$ cat src/rtl/mem_access_unit_if.sv
// rtl/mem_access_unit_if.sv - EX/MEM inputs, data RAM port and MEM/WB outputs of the memory stage
interface mem_access_unit_if #(
  parameter int DATA_W = 128,
  parameter int WORD_W = 32,
  parameter int ADDR_W = 16,
  parameter int REG_W  = 4
);
  logic              regw_M;
  logic              memw_M;
  logic              regmem_M;
  logic              vect_M;
  logic [REG_W-1:0]  regScr_M;
  logic [DATA_W-1:0] ALUrslt_M;
  logic [DATA_W-1:0] address_M;
  logic              stall_M;

  logic [ADDR_W-1:0] mem_address;
  logic [WORD_W-1:0] mem_data;
  logic              mem_wren;
  logic [WORD_W-1:0] mem_q;

  logic              regw_W;
  logic              regmem_W;
  logic              vect_W;
  logic [REG_W-1:0]  regScr_W;
  logic [DATA_W-1:0] ALUrslt_W;
  logic [DATA_W-1:0] memrslt_W;

  modport slave (
    input  regw_M, memw_M, regmem_M, vect_M, regScr_M, ALUrslt_M, address_M,
    output stall_M,
    output mem_address, mem_data, mem_wren,
    input  mem_q,
    output regw_W, regmem_W, vect_W, regScr_W, ALUrslt_W, memrslt_W
  );

  modport master (
    output regw_M, memw_M, regmem_M, vect_M, regScr_M, ALUrslt_M, address_M,
    input  stall_M,
    input  mem_address, mem_data, mem_wren,
    output mem_q,
    input  regw_W, regmem_W, vect_W, regScr_W, ALUrslt_W, memrslt_W
  );
endinterface

$ cat src/rtl/mem_access_unit.sv
// rtl/mem_access_unit.sv - memory-stage sequencer for scalar and 4-lane vector loads/stores
module mem_access_unit #(
  parameter int DATA_W = 128,
  parameter int WORD_W = 32,
  parameter int ADDR_W = 16,
  parameter int REG_W  = 4
) (
  input  logic              clk,
  input  logic              rst,
  mem_access_unit_if.slave  bus
);
  localparam int LANES = DATA_W / WORD_W;
  localparam logic [1:0] LAST_BEAT = 2'(LANES - 1);

  typedef enum logic [2:0] {
    IDLE,
    LD_WAIT,
    VST,
    VLD,
    VLD_DRAIN
  } state_t;

  state_t            state, state_nx;
  logic [1:0]        beat, beat_nx;

  logic              stall_c;
  logic              wren_c;
  logic              w_cap;
  logic              w_bub;
  logic              mem_clr;
  logic              ld_scalar;
  logic              lane_cap;
  logic              drain;

  logic              regw_r, regmem_r, vect_r;
  logic [REG_W-1:0]  regScr_r;
  logic [DATA_W-1:0] ALUrslt_r;
  logic [DATA_W-1:0] memrslt_r;
  // Lanes 0..LANES-2 of a vector load; the last lane comes straight from mem_q at drain.
  logic [DATA_W-WORD_W-1:0] vld_buf;

  logic              is_st, is_ld;
  logic [ADDR_W-1:0] base;
  logic              unused_addr_hi;

  assign base           = bus.address_M[ADDR_W-1:0];
  assign unused_addr_hi = ^bus.address_M[DATA_W-1:ADDR_W];
  // A store wins when both memw_M and regmem_M are set.
  assign is_st = bus.memw_M;
  assign is_ld = bus.regmem_M & ~bus.memw_M;

  always_comb begin
    state_nx  = state;
    beat_nx   = beat;
    stall_c   = 1'b0;
    wren_c    = 1'b0;
    w_cap     = 1'b0;
    w_bub     = 1'b0;
    mem_clr   = 1'b0;
    ld_scalar = 1'b0;
    lane_cap  = 1'b0;
    drain     = 1'b0;

    case (state)
      IDLE: begin
        if (is_st) begin
          wren_c = 1'b1;
          if (bus.vect_M) begin
            stall_c  = 1'b1;
            w_bub    = 1'b1;
            state_nx = VST;
            beat_nx  = 2'd1;
          end else begin
            w_cap   = 1'b1;
            mem_clr = 1'b1;
          end
        end else if (is_ld) begin
          stall_c = 1'b1;
          w_bub   = 1'b1;
          if (bus.vect_M) begin
            state_nx = VLD;
            beat_nx  = 2'd1;
          end else begin
            state_nx = LD_WAIT;
          end
        end else begin
          w_cap   = 1'b1;
          mem_clr = 1'b1;
        end
      end

      LD_WAIT: begin
        w_cap     = 1'b1;
        ld_scalar = 1'b1;
        state_nx  = IDLE;
      end

      VST: begin
        wren_c = 1'b1;
        if (beat == LAST_BEAT) begin
          w_cap    = 1'b1;
          mem_clr  = 1'b1;
          state_nx = IDLE;
          beat_nx  = 2'd0;
        end else begin
          stall_c = 1'b1;
          w_bub   = 1'b1;
          beat_nx = beat + 2'd1;
        end
      end

      VLD: begin
        stall_c  = 1'b1;
        w_bub    = 1'b1;
        lane_cap = 1'b1;
        if (beat == LAST_BEAT) begin
          state_nx = VLD_DRAIN;
          beat_nx  = 2'd0;
        end else begin
          beat_nx = beat + 2'd1;
        end
      end

      VLD_DRAIN: begin
        w_cap    = 1'b1;
        drain    = 1'b1;
        state_nx = IDLE;
      end

      default: begin
        state_nx = IDLE;
        beat_nx  = 2'd0;
      end
    endcase
  end

  // Gated by rst so a pending op on *_M cannot stall or write while reset is held.
  assign bus.stall_M     = rst & stall_c;
  assign bus.mem_wren    = rst & wren_c;
  assign bus.mem_address = base + ADDR_W'(beat);
  assign bus.mem_data    = bus.ALUrslt_M[beat*WORD_W +: WORD_W];

  always_ff @(posedge clk or negedge rst) begin
    if (!rst) begin
      state     <= IDLE;
      beat      <= 2'd0;
      regw_r    <= 1'b0;
      regmem_r  <= 1'b0;
      vect_r    <= 1'b0;
      regScr_r  <= '0;
      ALUrslt_r <= '0;
      memrslt_r <= '0;
      vld_buf   <= '0;
    end else begin
      state <= state_nx;
      beat  <= beat_nx;

      if (w_cap) begin
        regw_r    <= bus.regw_M;
        regmem_r  <= bus.regmem_M;
        vect_r    <= bus.vect_M;
        regScr_r  <= bus.regScr_M;
        ALUrslt_r <= bus.ALUrslt_M;
      end else if (w_bub) begin
        regw_r   <= 1'b0;
        regmem_r <= 1'b0;
        vect_r   <= 1'b0;
      end

      if (mem_clr) begin
        memrslt_r <= '0;
      end else if (ld_scalar) begin
        memrslt_r <= {{(DATA_W-WORD_W){1'b0}}, bus.mem_q};
      end else if (drain) begin
        memrslt_r <= {bus.mem_q, vld_buf};
      end

      // Shifting in from the top leaves lane 0 in the low word after LANES-1 beats.
      if (lane_cap) begin
        vld_buf <= {bus.mem_q, vld_buf[DATA_W-WORD_W-1:WORD_W]};
      end
    end
  end

  assign bus.regw_W    = regw_r;
  assign bus.regmem_W  = regmem_r;
  assign bus.vect_W    = vect_r;
  assign bus.regScr_W  = regScr_r;
  assign bus.ALUrslt_W = ALUrslt_r;
  assign bus.memrslt_W = memrslt_r;
endmodule

$ cat src/flat_wrapper.sv
// flat-port wrapper written by rule: the top's interface ports become plain ports
module mem_access_unit_flat 
#(
  parameter int DATA_W = 128,
  parameter int WORD_W = 32,
  parameter int ADDR_W = 16,
  parameter int REG_W  = 4
)
  (clk, rst, bus_regw_M, bus_memw_M, bus_regmem_M, bus_vect_M, bus_regScr_M, bus_ALUrslt_M, bus_address_M, bus_stall_M, bus_mem_address, bus_mem_data, bus_mem_wren, bus_mem_q, bus_regw_W, bus_regmem_W, bus_vect_W, bus_regScr_W, bus_ALUrslt_W, bus_memrslt_W);
  mem_access_unit_if #(.DATA_W(DATA_W), .WORD_W(WORD_W), .ADDR_W(ADDR_W), .REG_W(REG_W)) bus_i ();
  input  logic clk;
  input  logic rst;
  input wire logic [$bits(bus_i.regw_M)-1:0] bus_regw_M;
  input wire logic [$bits(bus_i.memw_M)-1:0] bus_memw_M;
  input wire logic [$bits(bus_i.regmem_M)-1:0] bus_regmem_M;
  input wire logic [$bits(bus_i.vect_M)-1:0] bus_vect_M;
  input wire logic [$bits(bus_i.regScr_M)-1:0] bus_regScr_M;
  input wire logic [$bits(bus_i.ALUrslt_M)-1:0] bus_ALUrslt_M;
  input wire logic [$bits(bus_i.address_M)-1:0] bus_address_M;
  output wire logic [$bits(bus_i.stall_M)-1:0] bus_stall_M;
  output wire logic [$bits(bus_i.mem_address)-1:0] bus_mem_address;
  output wire logic [$bits(bus_i.mem_data)-1:0] bus_mem_data;
  output wire logic [$bits(bus_i.mem_wren)-1:0] bus_mem_wren;
  input wire logic [$bits(bus_i.mem_q)-1:0] bus_mem_q;
  output wire logic [$bits(bus_i.regw_W)-1:0] bus_regw_W;
  output wire logic [$bits(bus_i.regmem_W)-1:0] bus_regmem_W;
  output wire logic [$bits(bus_i.vect_W)-1:0] bus_vect_W;
  output wire logic [$bits(bus_i.regScr_W)-1:0] bus_regScr_W;
  output wire logic [$bits(bus_i.ALUrslt_W)-1:0] bus_ALUrslt_W;
  output wire logic [$bits(bus_i.memrslt_W)-1:0] bus_memrslt_W;
  assign bus_i.regw_M = bus_regw_M;
  assign bus_i.memw_M = bus_memw_M;
  assign bus_i.regmem_M = bus_regmem_M;
  assign bus_i.vect_M = bus_vect_M;
  assign bus_i.regScr_M = bus_regScr_M;
  assign bus_i.ALUrslt_M = bus_ALUrslt_M;
  assign bus_i.address_M = bus_address_M;
  assign bus_stall_M = bus_i.stall_M;
  assign bus_mem_address = bus_i.mem_address;
  assign bus_mem_data = bus_i.mem_data;
  assign bus_mem_wren = bus_i.mem_wren;
  assign bus_i.mem_q = bus_mem_q;
  assign bus_regw_W = bus_i.regw_W;
  assign bus_regmem_W = bus_i.regmem_W;
  assign bus_vect_W = bus_i.vect_W;
  assign bus_regScr_W = bus_i.regScr_W;
  assign bus_ALUrslt_W = bus_i.ALUrslt_W;
  assign bus_memrslt_W = bus_i.memrslt_W;
  mem_access_unit #(.DATA_W(DATA_W), .WORD_W(WORD_W), .ADDR_W(ADDR_W), .REG_W(REG_W)) u_core (.clk(clk), .rst(rst), .bus(bus_i));
endmodule
$ cat config.mk
export PLATFORM = sky130hd
export DESIGN_NAME = mem_access_unit_flat
export DESIGN_NICKNAME = d
export VERILOG_FILES = /design/src/rtl/mem_access_unit_if.sv /design/src/rtl/mem_access_unit.sv /design/src/flat_wrapper.sv
export SDC_FILE = /design/constraint.sdc
export NUM_CORES = 1
export LEC_CHECK = 0
export BUFFER_PORTS_ARGS = -buffer_cell sky130_fd_sc_hd__buf_2
export CORE_AREA = 3 3 236 238
export CTS_CLUSTER_SIZE = 14
export DETAILED_ROUTE_END_ITERATION = 10
export DIE_AREA = 0 0 239 241
export PLACE_DENSITY = 0.53
export RECOVER_POWER = 50
export SYNTH_ARGS = -nofsm -noshare
export SYNTH_HDL_FRONTEND = slang
export SYNTH_SLANG_ARGS = --single-unit
$ cat constraint.sdc
create_clock -name clk -period 2.9 [get_ports clk]
set_input_delay 0.58 -clock clk [delete_from_list [all_inputs] [get_ports clk]]
set_output_delay 0.58 -clock clk [all_outputs]
set_load 0.03 [all_outputs]
==> flow_summary_export.csv <==
group,metric,value,unit
grt,grt_use_total,17.67,%
route,firstDrtPassIters,4,
layout,multi_input_area,6252,sq um
layout,utilization,38.06,%
route,viasPerCell,5.000,
timing,period_share,98.51,%
layout,fill_cells,5316,
setup_path,r2r-start,"u_core.beat[0]",
power,irDropWorstVdd,0.5464,mV
cts,htree_levels,2,
floorplan,initial_core_util,29.13,%
timing,setup_viol,0,
place,dp_hpwl,36800,microns
status,status,"finished, violations left",
floorplan,rows,85,
yosys,synthFlopType,"dfrtp_1",
timing,fmax,350.0,MHz
yosys,ys_ff_latch,364,
setup_path,path_class,"reg2out",
floorplan,io_pins,611,
floorplan,die_w,239,microns
grt,grt_max_degree,136,
route,vias,11815,
power,p_per_area,1332,nW/um^2
job,drv_cap,2,
yosys,ys_seq_area_share,58.11,%
cts,numCtsBuffers,43,
cts,clockRootBuffer,"clkbuf_16",
setup_path,cp-start-kind,"flop",
yosys,netlist_area,15680,sq um
yosys,synthArstFlopShare,100.0,%
layout,regArea,9114,sq um
timing,hold_slack,249.2,ps
timing,finalCriticalPeriod,2857,ps
grt,grt_overflow_total,0,
setup_path,cp-end-kind,"primary output",
yosys,yosys_warnings,0,
route,first_iter_violations,616,
grt,antenna_found_initial,7,
cts,cts_num_sinks,364,
layout,drive_gt1_share,44.17,%
timing,finalClockSkew,22.30,ps
timing,relSlewSlack,-27.58,%
layout,area_growth,30.67,%
floorplan,die_h,241,microns
yosys,synth_nets,1449,
cts,clk_latency,580,ps
route,drc_errors,0,
route,ant_nets,0,
setup_path,required,2320,ps
grt,grt_pass1_wl,78230,microns
yosys,synth.area.top_cells,"dfrtp_1 58%, mux2_2 13%, a22oi_1 4.6%",
grt,grt_pass1_vias,11944,
timing,finalHoldViolations,0,
cts,path_clk_slew,60,ps
cts,cts_tree,"built",
timing,rsz0062_at_grt,"true",
yosys,synth-edff-count,0,
route,routed_wl,53400,microns
layout,finalNetCount,1936,
setup_path,crit_start,"u_core.beat[0]",
cts,cts_max_path_buffers,3,
min_path,hp-start,"bus_regw_M",
place,gp_congestion,0.8136,
floorplan,core,53810,sq um
power,power.leakage,9.318,nW
yosys,ys_types,39,
route,wire_per_inst,22.60,microns
setup_path,r2r_slack,270,ps
yosys,synthCells,1147,
yosys,synth_top_area_share,58.11,%
status,violations,"max-capacitance violations, max-slew violations",
yosys,syn_area_per_cell,13.67,sq um
min_path,hold_path.class,"in2reg",
timing,finalMaxSlewViolations,257,
setup_path,worstPathMaxFanout,3,
yosys,yosys.area.top_type,"dfrtp_1",
place,io_buffers,498,
timing,worstMarginPinSlew,1914,ps
setup_path,cp.arrival,2280,ps
floorplan,die-area,57600,sq um
where the power goes:
group          internal [mW]  switching [mW]  total (mW)
clock                   3.23            2.23        5.45
sequential              7.15            1.36        8.51
combinational           5.20            8.12        13.3
total                   15.6            11.7        27.3
cells in the mapped netlist, types with 9 or more instances:
cell type / n
dfrtp_1: 364
mux2_2: 182
nor2_1: 135
a22oi_1: 97
buf_2: 49
mux2_4: 47
clkbuf_1: 34
nor3_1: 34
mux4_2: 32
o21a_1: 32
o221ai_1: 32
o22ai_1: 32
nand2_1: 9
xnor2_1: 9
per-stage QoR:
| stage | setup TNS, ps | total power, mW | area [sq um] | instances | worst slack, ps |
|---|---|---|---|---|---|
| 4_1_cts | -67.46 | 27.86 | 20620 | 2358 | -22.99 |
| 6_report | 0 | 27.29 | 20480 | 2363 | 43.10 |
| 3_3_place_gp | 0 | 21.85 | 19040 | 2277 | 156.3 |
| 2_1_floorplan | 0 | 17.76 | 15680 | 1147 | 193.0 |
| 3_5_place_dp | 0 | 22.06 | 19040 | 2277 | 135.7 |
| 5_1_grt | -1173 | 28.80 | 20470 | 2360 | -67.33 |
path summary, 6_finish.rpt:
kind | end | cells after the start
setup reg to reg | u_core.bus.ALUrslt_W[38] | 7
hold reg to reg | u_core.bus.ALUrslt_W[44] | 1
max in group asynchronous | u_core.bus.ALUrslt_W[62] | 3
min in group asynchronous | u_core.bus.memrslt_W[77] | 2
hold / removal | u_core.bus.regw_W | 2
setup / recovery | bus_mem_address[8] | 7
area by class of cell:
cell class              count  share of cell area, %
clock buffers              62                  5.993
diodes                      3                0.03665
flip-flops and latches    364                  44.50
well taps                 696                  4.252
clock inverters            13                 0.8858
inverters                   2                0.03665
repair buffers            536                  13.78
multi-input cells         687                  30.53
logic make-up after synthesis:
logic type	share of synthesized area, %
flip-flops	58.11
multiplexers	22.17
buffers and inverters	3.025
XOR/XNOR	0.8381
AO/OA/AOI/OAI	10.07
AND/OR/NAND/NOR	5.420
adder cells (fa/ha/maj)	0.3672
state kept, by name, indices dropped and copies added (netlist names), 2 cells and up:
register	count
u_core.vld_buf	96
u_core.beat	2
u_core.bus.memrslt_W	128
u_core.bus.ALUrslt_W	128
u_core.state	3
u_core.bus.regScr_W	4
routing by layer:
metal  vias up  global-route usage (%)  part of all wire [%]
met5         -                       0                  0.10
li1       5233                       -                     -
met2       406                   30.10                    49
met1      6088                   21.14                    39
met3        80                   6.216                   8.8
met4         8                   5.241                   2.6
worst max-delay path: stages, from the launching register on:
cell     delay, ps
dfrtp_2        470
ha_4           210
fa_2           390
nand3_4        110
nor2_4          40
and3_4         150
xor2_1         150
buf_4          180
what timing repair did:
item,CTS,global route
cloned,1,1
hold endpoints to repair,7,0
pin swaps,9,8
hold buffers,1,0
setup buffers,4,1
setup endpoints to repair,13,7
resized for setup,23,10
cell usage in the layout, fill, tap and decap left out, types with 4 or more instances in the layout:
cell type / instances
o221ai_1: 32
clkinv_2: 5
xor2_1: 6
o21a_1: 32
nor3_1: 33
dfrtp_2: 4
nor2_1: 134
nand4_1: 4
buf_2: 338
clkbuf_1: 163
mux2_2: 182
mux4_2: 32
buf_12: 11
clkbuf_8: 8
buf_4: 23
dfrtp_1: 360
xnor2_1: 6
a22oi_1: 97
clkbuf_16: 44
o22ai_1: 32
mux2_4: 47
nand2_1: 7
No activity file was read; power rests on OpenSTA's default activity.
